===== src/rtl/ro_freq_counter.sv =====
// ro_freq_counter
// -----------------------------------------------------------------------------
// Ring-oscillator frequency counter. One of NUM_CH asynchronous oscillator
// outputs is selected, synchronised into the wishbone clock domain, and its
// rising edges are counted over a programmable gate window.
//
// A measurement runs as follows:
//   - the oscillators are enabled (ro_start);
//   - the block waits SETTLE_CYC cycles for them to settle;
//   - rising edges are counted for win_len cycles;
//   - the saturating result is published on count/overflow with a one-cycle
//     done pulse.
//
// The selected raw oscillator is also forwarded combinationally to ro_obs so
// it can be routed to a pad and watched on a scope.
//
// Usage limit: the oscillator frequency must be below f(wb_clk_i)/2. Faster
// inputs alias through the synchroniser. This is not detected.
//
// Build option:
//   RO_FREQ_CONTINUOUS_EN - when defined, the block re-arms after every
//   window. It skips the settle phase, keeps ro_start high and reuses the
//   latched channel and window, pulsing done every win_q+1 cycles until
//   abort. When undefined, each start produces a single measurement.
//
// Ports:
//   wb_clk_i   sole clock
//   wb_rst_ni  asynchronous active-low reset
//   ro_in      raw oscillator outputs (asynchronous)
//   ch_sel     channel to measure, sampled when start is accepted
//   win_len    gate window length in wb_clk_i cycles, sampled on start
//   start      measurement request (pulse or level)
//   abort      cancel a measurement in progress
//   ro_start   oscillator enable, fans out to every oscillator
//   ro_obs     raw ro_in[ch_q] for pad observation
//   busy       measurement in progress
//   done       one-cycle pulse, count/overflow just updated
//   count      edges counted in the last completed window (saturating)
//   overflow   count saturated during the last completed window
//   sel_err    last accepted ch_sel was out of range (channel 0 was used)
// -----------------------------------------------------------------------------
module ro_freq_counter #(
  parameter int unsigned NUM_CH     = 10,
  parameter int unsigned CNT_W      = 24,
  parameter int unsigned WIN_W      = 20,
  parameter int unsigned SETTLE_CYC = 16,
  parameter int unsigned SEL_W      = $clog2(NUM_CH)
) (
  input  logic              wb_clk_i,
  input  logic              wb_rst_ni,
  input  logic [NUM_CH-1:0] ro_in,
  input  logic [SEL_W-1:0]  ch_sel,
  input  logic [WIN_W-1:0]  win_len,
  input  logic              start,
  input  logic              abort,
  output logic              ro_start,
  output logic              ro_obs,
  output logic              busy,
  output logic              done,
  output logic [CNT_W-1:0]  count,
  output logic              overflow,
  output logic              sel_err
);

  // The cycle counter is shared between the settle and measure phases, so it
  // must be wide enough for whichever of the two is longer.
  localparam int unsigned SET_W = $clog2(SETTLE_CYC + 1);
  localparam int unsigned CYC_W = (WIN_W > SET_W) ? WIN_W : SET_W;

  localparam logic [CYC_W-1:0] CycOne     = CYC_W'(1);
  localparam logic [CYC_W-1:0] SettleLast = CYC_W'(SETTLE_CYC - 1);
  localparam logic [CNT_W-1:0] CntOne     = CNT_W'(1);
  localparam logic [CNT_W-1:0] CntMax     = {CNT_W{1'b1}};
  localparam logic [SEL_W:0]   NumChW     = (SEL_W + 1)'(NUM_CH);

  typedef enum logic [1:0] {
    StIdle,
    StSettle,
    StMeasure,
    StDone
  } state_e;

  state_e            state_q, state_d;
  logic [SEL_W-1:0]  ch_q, ch_d;
  logic [WIN_W-1:0]  win_q, win_d;
  logic [CYC_W-1:0]  cyc_q, cyc_d;
  logic [CNT_W-1:0]  cnt_q, cnt_d;
  logic              ovf_q, ovf_d;
  logic              sel_err_q, sel_err_d;
  logic [CNT_W-1:0]  count_q, count_d;
  logic              overflow_q, overflow_d;
  logic              done_q, done_d;

  // sync_q[0..1] form the two-flop synchroniser, sync_q[2] is the edge
  // detector history flop.
  logic [2:0]        sync_q;
  logic              ro_sel;
  logic              ro_rise;
  logic              running;

  // ch_q is always in range: out-of-range requests are forced to channel 0.
  assign ro_sel  = ro_in[ch_q];
  assign ro_obs  = ro_sel;
  assign ro_rise = sync_q[1] & ~sync_q[2];

  // ---------------------------------------------------------------------------
  // Next-state logic
  // ---------------------------------------------------------------------------
  always_comb begin
    state_d   = state_q;
    ch_d      = ch_q;
    win_d     = win_q;
    cyc_d     = cyc_q;
    cnt_d     = cnt_q;
    ovf_d     = ovf_q;
    sel_err_d = sel_err_q;

    unique case (state_q)
      StIdle: begin
        // abort has priority over a simultaneous start.
        if (start && !abort) begin
          sel_err_d = ({1'b0, ch_sel} >= NumChW);
          ch_d      = sel_err_d ? '0 : ch_sel;
          win_d     = win_len;
          cyc_d     = SettleLast;
          cnt_d     = '0;
          ovf_d     = 1'b0;
          state_d   = StSettle;
        end
      end

      StSettle: begin
        if (abort) begin
          state_d = StIdle;
        end else if (cyc_q == '0) begin
          // A zero-length window skips the measure phase entirely.
          if (win_q == '0) begin
            state_d = StDone;
          end else begin
            state_d = StMeasure;
            cyc_d   = CYC_W'(win_q) - CycOne;
          end
        end else begin
          cyc_d = cyc_q - CycOne;
        end
      end

      StMeasure: begin
        if (abort) begin
          state_d = StIdle;
        end else begin
          if (ro_rise) begin
            if (cnt_q == CntMax) begin
              ovf_d = 1'b1;
            end else begin
              cnt_d = cnt_q + CntOne;
            end
          end
          if (cyc_q == '0) begin
            state_d = StDone;
          end else begin
            cyc_d = cyc_q - CycOne;
          end
        end
      end

      StDone: begin
`ifdef RO_FREQ_CONTINUOUS_EN
        // Re-arm on the same channel/window without settling again.
        if (abort) begin
          state_d = StIdle;
        end else begin
          cnt_d = '0;
          ovf_d = 1'b0;
          if (win_q == '0) begin
            state_d = StDone;
          end else begin
            state_d = StMeasure;
            cyc_d   = CYC_W'(win_q) - CycOne;
          end
        end
`else
        state_d = StIdle;
`endif
      end

      default: begin
        state_d = StIdle;
      end
    endcase
  end

  // ---------------------------------------------------------------------------
  // Result publication: the window result is registered out of the DONE
  // cycle, so done/count/overflow change together one cycle after DONE.
  // ---------------------------------------------------------------------------
  always_comb begin
    count_d    = count_q;
    overflow_d = overflow_q;
    done_d     = 1'b0;
    if (state_q == StDone) begin
      count_d    = cnt_q;
      overflow_d = ovf_q;
      done_d     = 1'b1;
    end
  end

`ifdef RO_FREQ_CONTINUOUS_EN
  assign running = (state_q == StSettle) || (state_q == StMeasure) ||
                   (state_q == StDone);
`else
  assign running = (state_q == StSettle) || (state_q == StMeasure);
`endif

  assign ro_start = running;
  assign busy     = running;
  assign done     = done_q;
  assign count    = count_q;
  assign overflow = overflow_q;
  assign sel_err  = sel_err_q;

  // ---------------------------------------------------------------------------
  // State registers
  // ---------------------------------------------------------------------------
  always_ff @(posedge wb_clk_i or negedge wb_rst_ni) begin
    if (!wb_rst_ni) begin
      state_q    <= StIdle;
      ch_q       <= '0;
      win_q      <= '0;
      cyc_q      <= '0;
      cnt_q      <= '0;
      ovf_q      <= 1'b0;
      sel_err_q  <= 1'b0;
      count_q    <= '0;
      overflow_q <= 1'b0;
      done_q     <= 1'b0;
      sync_q     <= '0;
    end else begin
      state_q    <= state_d;
      ch_q       <= ch_d;
      win_q      <= win_d;
      cyc_q      <= cyc_d;
      cnt_q      <= cnt_d;
      ovf_q      <= ovf_d;
      sel_err_q  <= sel_err_d;
      count_q    <= count_d;
      overflow_q <= overflow_d;
      done_q     <= done_d;
      sync_q     <= {sync_q[1:0], ro_sel};
    end
  end

endmodule


===== config.mk =====
export PLATFORM = sky130hd
export DESIGN_NAME = ro_freq_counter
export DESIGN_NICKNAME = d
export VERILOG_FILES = /design/src/rtl/ro_freq_counter.sv
export SDC_FILE = /design/constraint.sdc
export NUM_CORES = 1
export LEC_CHECK = 0
export ABC_AREA = 1
export CAP_MARGIN = 20
export CORE_MARGIN = 5
export CORE_UTILIZATION = 60
export CTS_BUF_LIST = sky130_fd_sc_hd__clkbuf_8
export CTS_CLUSTER_DIAMETER = 120
export DETAILED_ROUTE_END_ITERATION = 6
export PLACE_DENSITY = 0.84
export SKIP_CTS_REPAIR_TIMING = 1
export SLEW_MARGIN = 20
export SYNTH_ARGS = -nofsm -noshare
export SYNTH_HDL_FRONTEND = slang
export SYNTH_SLANG_ARGS = --single-unit

===== constraint.sdc =====
create_clock -name wb_clk_i -period 3.1 [get_ports wb_clk_i]
set_input_delay 0.465 -clock wb_clk_i [delete_from_list [all_inputs] [get_ports wb_clk_i]]
set_output_delay 0.465 -clock wb_clk_i [all_outputs]
set_load 0.02 [all_outputs]

==> results of run 1 <==
-- cells by family after synthesis --
group | synth area share
buffers and inverters | 0.0665
adders and majority gates | 0.0224
muxes | 0.0110
DFF | 0.411
xor gates and xnor gates | 0.0470
and+or+nand+nor | 0.357
AOI/OAI and AO/OA | 0.0851
-- layout make-up --
type	count	area, um2	area share
Tap cell	136	170	0.0237
Sequential cell	101	2530	0.352
Multi-Input combinational cell	658	3210	0.448
Timing Repair Buffer	75	728	0.102
Inverter	74	278	0.0387
Clock buffer	10	138	0.0192
Clock inverter	6	118	0.0164
-- worst max path at each step --
stage             start   endpoint  slack, ns  depth (start not counted)
6_report        ch_q[0]     ro_obs       0.53                          6
5_1_grt         ch_q[0]     ro_obs       0.35                          6
4_1_cts         ch_q[0]     ro_obs       0.51                          6
3_5_place_dp      start  cnt_q[12]       0.51                          9
3_3_place_gp      abort   cnt_q[9]       0.59                         10
2_1_floorplan  cnt_q[0]  cnt_q[10]       1.31                         11
-- per-layer routing --
metal,part of all wire,routed length (um),track usage
met1,0.48,6870,0.362
met2,0.42,5990,0.344
met3,0.085,1220,0.0524
met4,0.016,233,0.0730
met5,0,0,0
-- report_power, final --
group | switching, uW | leakage, uW | total, uW | internal (uW)
Clock | 473 | 0.000125 | 1040 | 567
Combinational | 1830 | 0.00195 | 2820 | 993
Sequential | 332 | 0.00131 | 2030 | 1700
Total | 2640 | 0.00339 | 5890 | 3260
-- critical path, cell delays in order (launching register included) --
cell and delay (ns):
dfrtp_1 0.44, inv_1 0.16, nor2_1 0.06, o22ai_1 0.16, o21ai_0 0.10, o32ai_1 0.15
clkdlybuf4s50_1 0.67
-- through the flow --
| step | utilization | instances | cell area [um2] | setup WS (ns) | hold slack [ns] |
|---|---|---|---|---|---|
| 5_1_grt | 0.708 | 1060 | 7170 | 0.349 | 0.258 |
| 4_1_cts | 0.708 | 1060 | 7170 | 0.507 | 0.193 |
| 3_5_place_dp | 0.682 | 1044 | 6920 | 0.506 | 0.335 |
| 6_report | 0.708 | 1060 | 7170 | 0.527 | 0.158 |
| 2_1_floorplan | - | 855 | 6150 | 1.31 | 0.169 |
| 3_3_place_gp | 0.682 | 1044 | 6920 | 0.589 | 0.335 |
-- flip-flops by register name, indices dropped and copies added, names as in the netlist --
signal	cells
cnt_q	24
count	24
cyc_q	20
win_q	20
ch_q	4
sync_q	3
state_q	2
done	1
overflow	1
ovf_q	1
sel_err	1
-- placed cells by master (no fill, tap or decap), drive strengths merged, types with 6 or more instances in the layout --
| cell | n |
|---|---|
| inv | 75 |
| nor2 | 146 |
| clkbuf | 10 |
| xor2 | 24 |
| nand2 | 269 |
| nand4 | 14 |
| mux2 | 6 |
| nand3 | 74 |
| buf | 9 |
| ha | 11 |
| xnor2 | 9 |
| dfrtp | 101 |
| clkdlybuf4s50 | 66 |
| a21oi | 25 |
| o21ai | 56 |
| nor3 | 12 |
-- synthesized netlist by cell type (3+ instances only) --
master,n
nand2_1,263
nor2_1,141
dfrtp_1,101
inv_1,69
nand3_1,69
o21ai_0,41
a21oi_1,24
xor2_1,24
nand4_1,14
o21ai_2,13
ha_1,11
clkbuf_1,10
nor3_1,10
xnor2_1,9
mux2_2,6
buf_6,5
nand3_2,5
inv_2,4
nor2_2,4
buf_2,3
nand2_2,3
nand2_4,3
nand3b_1,3
==> summary.md, run 1 <==
| Metric | Value |
|---|---|
| Final setup viols | `0` |
| Clock sink count | `101` |
| R2R Path End | `cnt_q[12]` |
| I/O Pins | `68` |
| Synth area leader | `dfrtp_1` |
| Die H | `111 um` |
| Number of synthesized flops with an enable pin | `0` |
| WL per Instance | `13.5 um` |
| Clk_skew | `0.00959 ns` |
| Maximum VDD drop | `0.508 mV` |
| Clk pin slew, worst setup/hold paths | `0.09 ns` |
| Die area | `12400 um2` |
| Routability cong. | `0.942` |
| Number of port buffers | `67` |
| CTS buffer count | `9` |
| Unique masters post-synth | `38` |
| Post-route ant nets | `0` |
| Mapped cell area | `6150 um2` |
| Total track usage | `0.240` |
| Total number of vias | `5712` |
| Hold Vio Cnt, Final | `0` |
| Drt first pass iters | `5` |
| Max Root-Sink Buffers | `2` |
| Critical Path Sink Type | `primary output` |
| Worst R2R Start | `cnt_q[0]` |
| Starting DRT DRC Count | `578` |
| Htree depth | `3` |
| Fin. max-slew vios | `0` |
| CTS root buffer | `clkbuf_8` |
| Diode count | `0` |
| Antenna violations before repair | `0` |
| Tmin final | `2.57 ns` |
| Vias in the first global route | `5185` |
| DRC violations left | `0` |
| Kind of critical path | `reg2out` |
| CTS tree | `done` |
| Die width | `111 um` |
| Syn_area_per_cell | `7.19 um2` |
| Critical Path Fanout Max | `6` |
| First-pass GRT wire length | `24600 um` |
| Unrepaired setup endpoints after global routing | `false` |
| Initial core utilization | `0.606` |
| Core area | `10100 um2` |
| Max_cap viols | `0` |
| Worst Max-Slew Pin Slew | `0.789 ns` |
| Nets@finish | `968` |
| Seq cells post-synth | `101` |
| Row count | `37` |
| Arrival time of the worst setup path | `2.11 ns` |
| Yosys warnings | `0` |
| R2r worst-path depth | `10` |
| Final wirelength | `14300 um` |
| R2r setup slk | `0.66 ns` |
| Layout cells sized above 1 | `0.0736` |
| FFs w/ async S/R, synth | `1.00` |
| Largest net degree at the start of global routing | `65` |
| Syn_nets | `904` |
| Synth top area cells | `dfrtp_1 41%, nand2_1 16%, nor2_1 8.6%, nand3_1 5.6%, inv_1 4.2%` |
| Max Clock Freq | `389 MHz` |
| Pwr dens | `821 nW/um2` |
| Leak Pwr | `0.00339 uW` |
| Synthesized netlist cell count | `855` |
| Area Growth Syn to Fin | `16.7%` |
| Outcome | `finished clean` |
| Avg Vias per Cell | `5.39` |
| Worst setup SP type | `register` |
| CP required | `2.63 ns` |
| Sequential area share after synthesis | `0.411` |
| Main synth FF type | `dfrtp_1` |
| Filler cells | `807` |
| Top-area cell type share of the netlist area | `0.411` |
| Worst hold path type | `in2async` |
| Sum Neg Setup Slack | `0 ns` |
| Gr ovfl total | `0` |
| HPWL Detailed | `10600 um` |
| Slew Limit Headroom | `0.474` |
| Worst-Skew Late Latency | `0.37 ns` |
| Total chip power | `5890 uW` |
| Tcrit/Tclk final | `0.830` |
(Power assumes the default switching activity.)
==> run 2: changes to the inputs <==
--- a/config.mk
+++ b/config.mk
@@ -8,11 +8,11 @@
 export ABC_AREA = 1
 export CAP_MARGIN = 20
 export CORE_MARGIN = 5
-export CORE_UTILIZATION = 60
+export CORE_UTILIZATION = 59
 export CTS_BUF_LIST = sky130_fd_sc_hd__clkbuf_8
 export CTS_CLUSTER_DIAMETER = 120
 export DETAILED_ROUTE_END_ITERATION = 6
-export PLACE_DENSITY = 0.84
+export PLACE_DENSITY = 0.83
 export SKIP_CTS_REPAIR_TIMING = 1
 export SLEW_MARGIN = 20
 export SYNTH_ARGS = -nofsm -noshare
==> constraint.sdc (replaced) <==
create_clock -name wb_clk_i -period 2.4 [get_ports wb_clk_i]
set_input_delay 0.36 -clock wb_clk_i [delete_from_list [all_inputs] [get_ports wb_clk_i]]
set_output_delay 0.36 -clock wb_clk_i [all_outputs]
set_load 0.02 [all_outputs]
==> run 2 against run 1 <==
Die area up 1.5%. Clock-buffer cell count up 2. Setup slack worse by 0.44 ns. Worst hold slack better by 0.20 ns. Register-to-register slack worse by 0.46 ns. Highest routed layer unchanged. Clock skew up 0.0037 ns. First-iteration DRC count down 24%. Combinational power up 33%. Cell count up 0.47%.
==> summary.md, run 2 (synthesis results as in run 1) <==
| Metric | Value |
|---|---|
| Outcome | `finished clean (unchanged)` |
| Crit-path cells | `inv_1 > ha_2 > clkdlybuf4s50_1 (was inv_1 > nor2_1 > o22ai_1 > o21ai_0 > o32ai_1 > clkdlybuf4s50_1)` |
| CP required | `2.04 ns (was 2.63 ns)` |
| Met3 usage | `0.0507 (was 0.0524)` |
| Tmin final | `2.31 ns` |
| GRT busiest layer | `met1 (unchanged)` |
| Tcrit/Tclk final | `0.963` |
| Hold Vio Cnt, Final | `0 (unchanged)` |
| Worst path bufs/invs | `2 (unchanged)` |
| Avg Vias per Cell | `5.36 (was 5.39)` |
| Kind of critical path | `reg2out (unchanged)` |
| Initial core utilization | `0.601 (was 0.606)` |
| Total track usage | `0.240 (about the same)` |
| Design area | `7190 um2 (was 7170 um2)` |
| Critical Path Fanout Max | `6 (unchanged)` |
| Clk_skew | `0.0133 ns (was 0.00959 ns)` |
| Clock network power share | `0.144 (was 0.177)` |
| Worst-Skew Late Latency | `0.38 ns (was 0.37 ns)` |
| Number of port buffers | `67 (unchanged)` |
| Met1 Track Usage GR | `0.364 (was 0.362)` |
| Fin. max-slew vios | `0 (unchanged)` |
| Row count | `37 (unchanged)` |
| Area Growth Syn to Fin | `17.0% (was 16.7%)` |
| R2R Path End | `cyc_q[5] (was cnt_q[12])` |
| Final setup viols | `0 (unchanged)` |
| Most common cell after layout, fill and taps aside | `nand2_1 (unchanged)` |
| R2r worst-path depth | `9 (was 10)` |
| Unrepaired setup endpoints after global routing | `false (unchanged)` |
| Pwr dens | `1030 nW/um2 (was 821 nW/um2)` |
| Gr ovfl total | `0 (unchanged)` |
| GR met2 Demand/Resource | `0.348 (was 0.344)` |
| Critical Path Sink Type | `primary output (unchanged)` |
| Maximum VDD drop | `0.597 mV (was 0.508 mV)` |
| R2r setup slk | `0.20 ns (was 0.66 ns)` |
| Antenna violations before repair | `0 (unchanged)` |
| WP depth | `3 (was 6)` |
| Worst hold path type | `reg2reg (was in2async)` |
| Sw Pwr | `3430 uW (was 2640 uW)` |
| Utilization after layout | `0.703 (was 0.708)` |
| Vias in the first global route | `5227 (was 5185)` |
| Diode count | `0 (unchanged)` |
| Crit path to | `ro_start (was ro_obs)` |
| Worst setup SP type | `register (unchanged)` |
| Die H | `112 um (was 111 um)` |
| CTS root buffer | `clkbuf_8 (unchanged)` |
| Total chip power | `7430 uW (was 5890 uW)` |
| Drt first pass iters | `5 (unchanged)` |
| Hold WS | `0.357 ns (was 0.158 ns)` |
| Layout cells sized above 1 | `0.0797 (was 0.0736)` |
| Clk pin slew, worst setup/hold paths | `0.10 ns (was 0.09 ns)` |
| DRC violations left | `0 (unchanged)` |
| Comb pwr share | `0.503 (was 0.479)` |
| Die width | `112 um (was 111 um)` |
| Largest net degree at the start of global routing | `51 (was 65)` |
| Arrival time of the worst setup path | `1.95 ns (was 2.11 ns)` |
| Max Clock Freq | `433 MHz` |
| First-pass GRT wire length | `24800 um (was 24600 um)` |
| Worst path top cell family by delay | `buffers and inverters (unchanged)` |
| Slowest CP cell | `clkdlybuf4s50_1 (unchanged)` |
| Internal | `3990 uW (was 3260 uW)` |
| Placed Instances | `1049 (was 1044)` |
| Routability cong. | `0.985 (was 0.942)` |
| Die area | `12600 um2 (was 12400 um2)` |
| I/O Pins | `68 (unchanged)` |
| Max_cap viols | `0 (unchanged)` |
| Starting DRT DRC Count | `440 (was 578)` |
| Sw Ratio | `0.462 (was 0.447)` |
| Total number of vias | `5705 (was 5712)` |
| Leak Pwr | `0.00340 uW (was 0.00339 uW)` |
| Clock sink count | `101 (unchanged)` |
| Max Root-Sink Buffers | `2 (unchanged)` |
| Most frequent cells in the layout | `262 x nand2_1, 140 x nor2_1, 101 x dfrtp_1 (was 263 x nand2_1, 140 x nor2_1, 101 x dfrtp_1)` |
| CTS buffer count | `9 (unchanged)` |
| Placed cell area | `6980 um2 (was 6920 um2)` |
| Nets@finish | `974 (was 968)` |
| Core area | `10200 um2 (was 10100 um2)` |
| Worst R2R Start | `state_q[0] (was cnt_q[0])` |
| Final wirelength | `14900 um (was 14300 um)` |
| Slew Limit Headroom | `0.558 (was 0.474)` |
| CTS tree | `done (unchanged)` |
| Htree depth | `3 (unchanged)` |
| Register share of total power | `0.353 (was 0.344)` |
| Post-route ant nets | `0 (unchanged)` |
| CP peak stage delay | `0.62 ns (was 0.67 ns)` |
| Crit path from | `state_q[0] (was ch_q[0])` |
| WL per Instance | `13.9 um (was 13.5 um)` |
| Worst Max-Slew Pin Slew | `0.662 ns (was 0.789 ns)` |
| Fin cells | `1065 (was 1060)` |
| HPWL Detailed | `11000 um (was 10600 um)` |
## run 2: worst min-delay path by stage
stage | start | endpoint | slack [ns] | cells after the start
global route | sync_q[0] | sync_q[1] | 0.37 | 0
global placement | wb_rst_ni | win_q[15] | 0.30 | 1
floorplan | wb_rst_ni | ch_q[0] | 0.06 | 0
detailed placement | wb_rst_ni | win_q[15] | 0.31 | 1
finish | sync_q[0] | sync_q[1] | 0.36 | 0
CTS | wb_rst_ni | win_q[15] | -0.10 | 1
## run 2: worst register-to-register path, delay by kind of cell (launching register included)
family / cells / cell delay (ns)
DFF: 1 / 0.41
adders and majority gates: 1 / 0.35
AOI/OAI and AO/OA: 1 / 0.17
buffers and inverters: 3 / 0.53
and+or+nand+nor: 4 / 0.63
## run 2: stage by stage
step                worst slack, ns  TNS [ns]
floorplan                     0.608         0
global placement              0.110         0
detailed placement            0.100         0
CTS                         -0.0712   -0.0712
global route                0.00319         0
finish                       0.0896         0
## run 2: power groups by stage
stage               Combinational [uW]  Clock, uW  Sequential (uW)
finish                            3740       1070             2620
global route                      4150       1140             2700
CTS                               3710       1080             2610
detailed placement                3690          0             2640
global placement                  3610          0             2620
floorplan                         2490          0             2760
## run 2: layout make-up
class                   count  area, um2
fillers                   872       3040
clock inverters             3       27.5
multi-input cells         658       3220
flip-flops and latches    101       2530
repair buffers             81        803
well taps                 136        170
inverters                  74        278
clock buffers              12        165
## run 2: per-layer routing
layer | up-vias | share of wire
li1 | 2869 | -
met1 | 2583 | 0.48
met2 | 235 | 0.42
met3 | 18 | 0.086
met4 | 0 | 0.013
met5 | - | 0
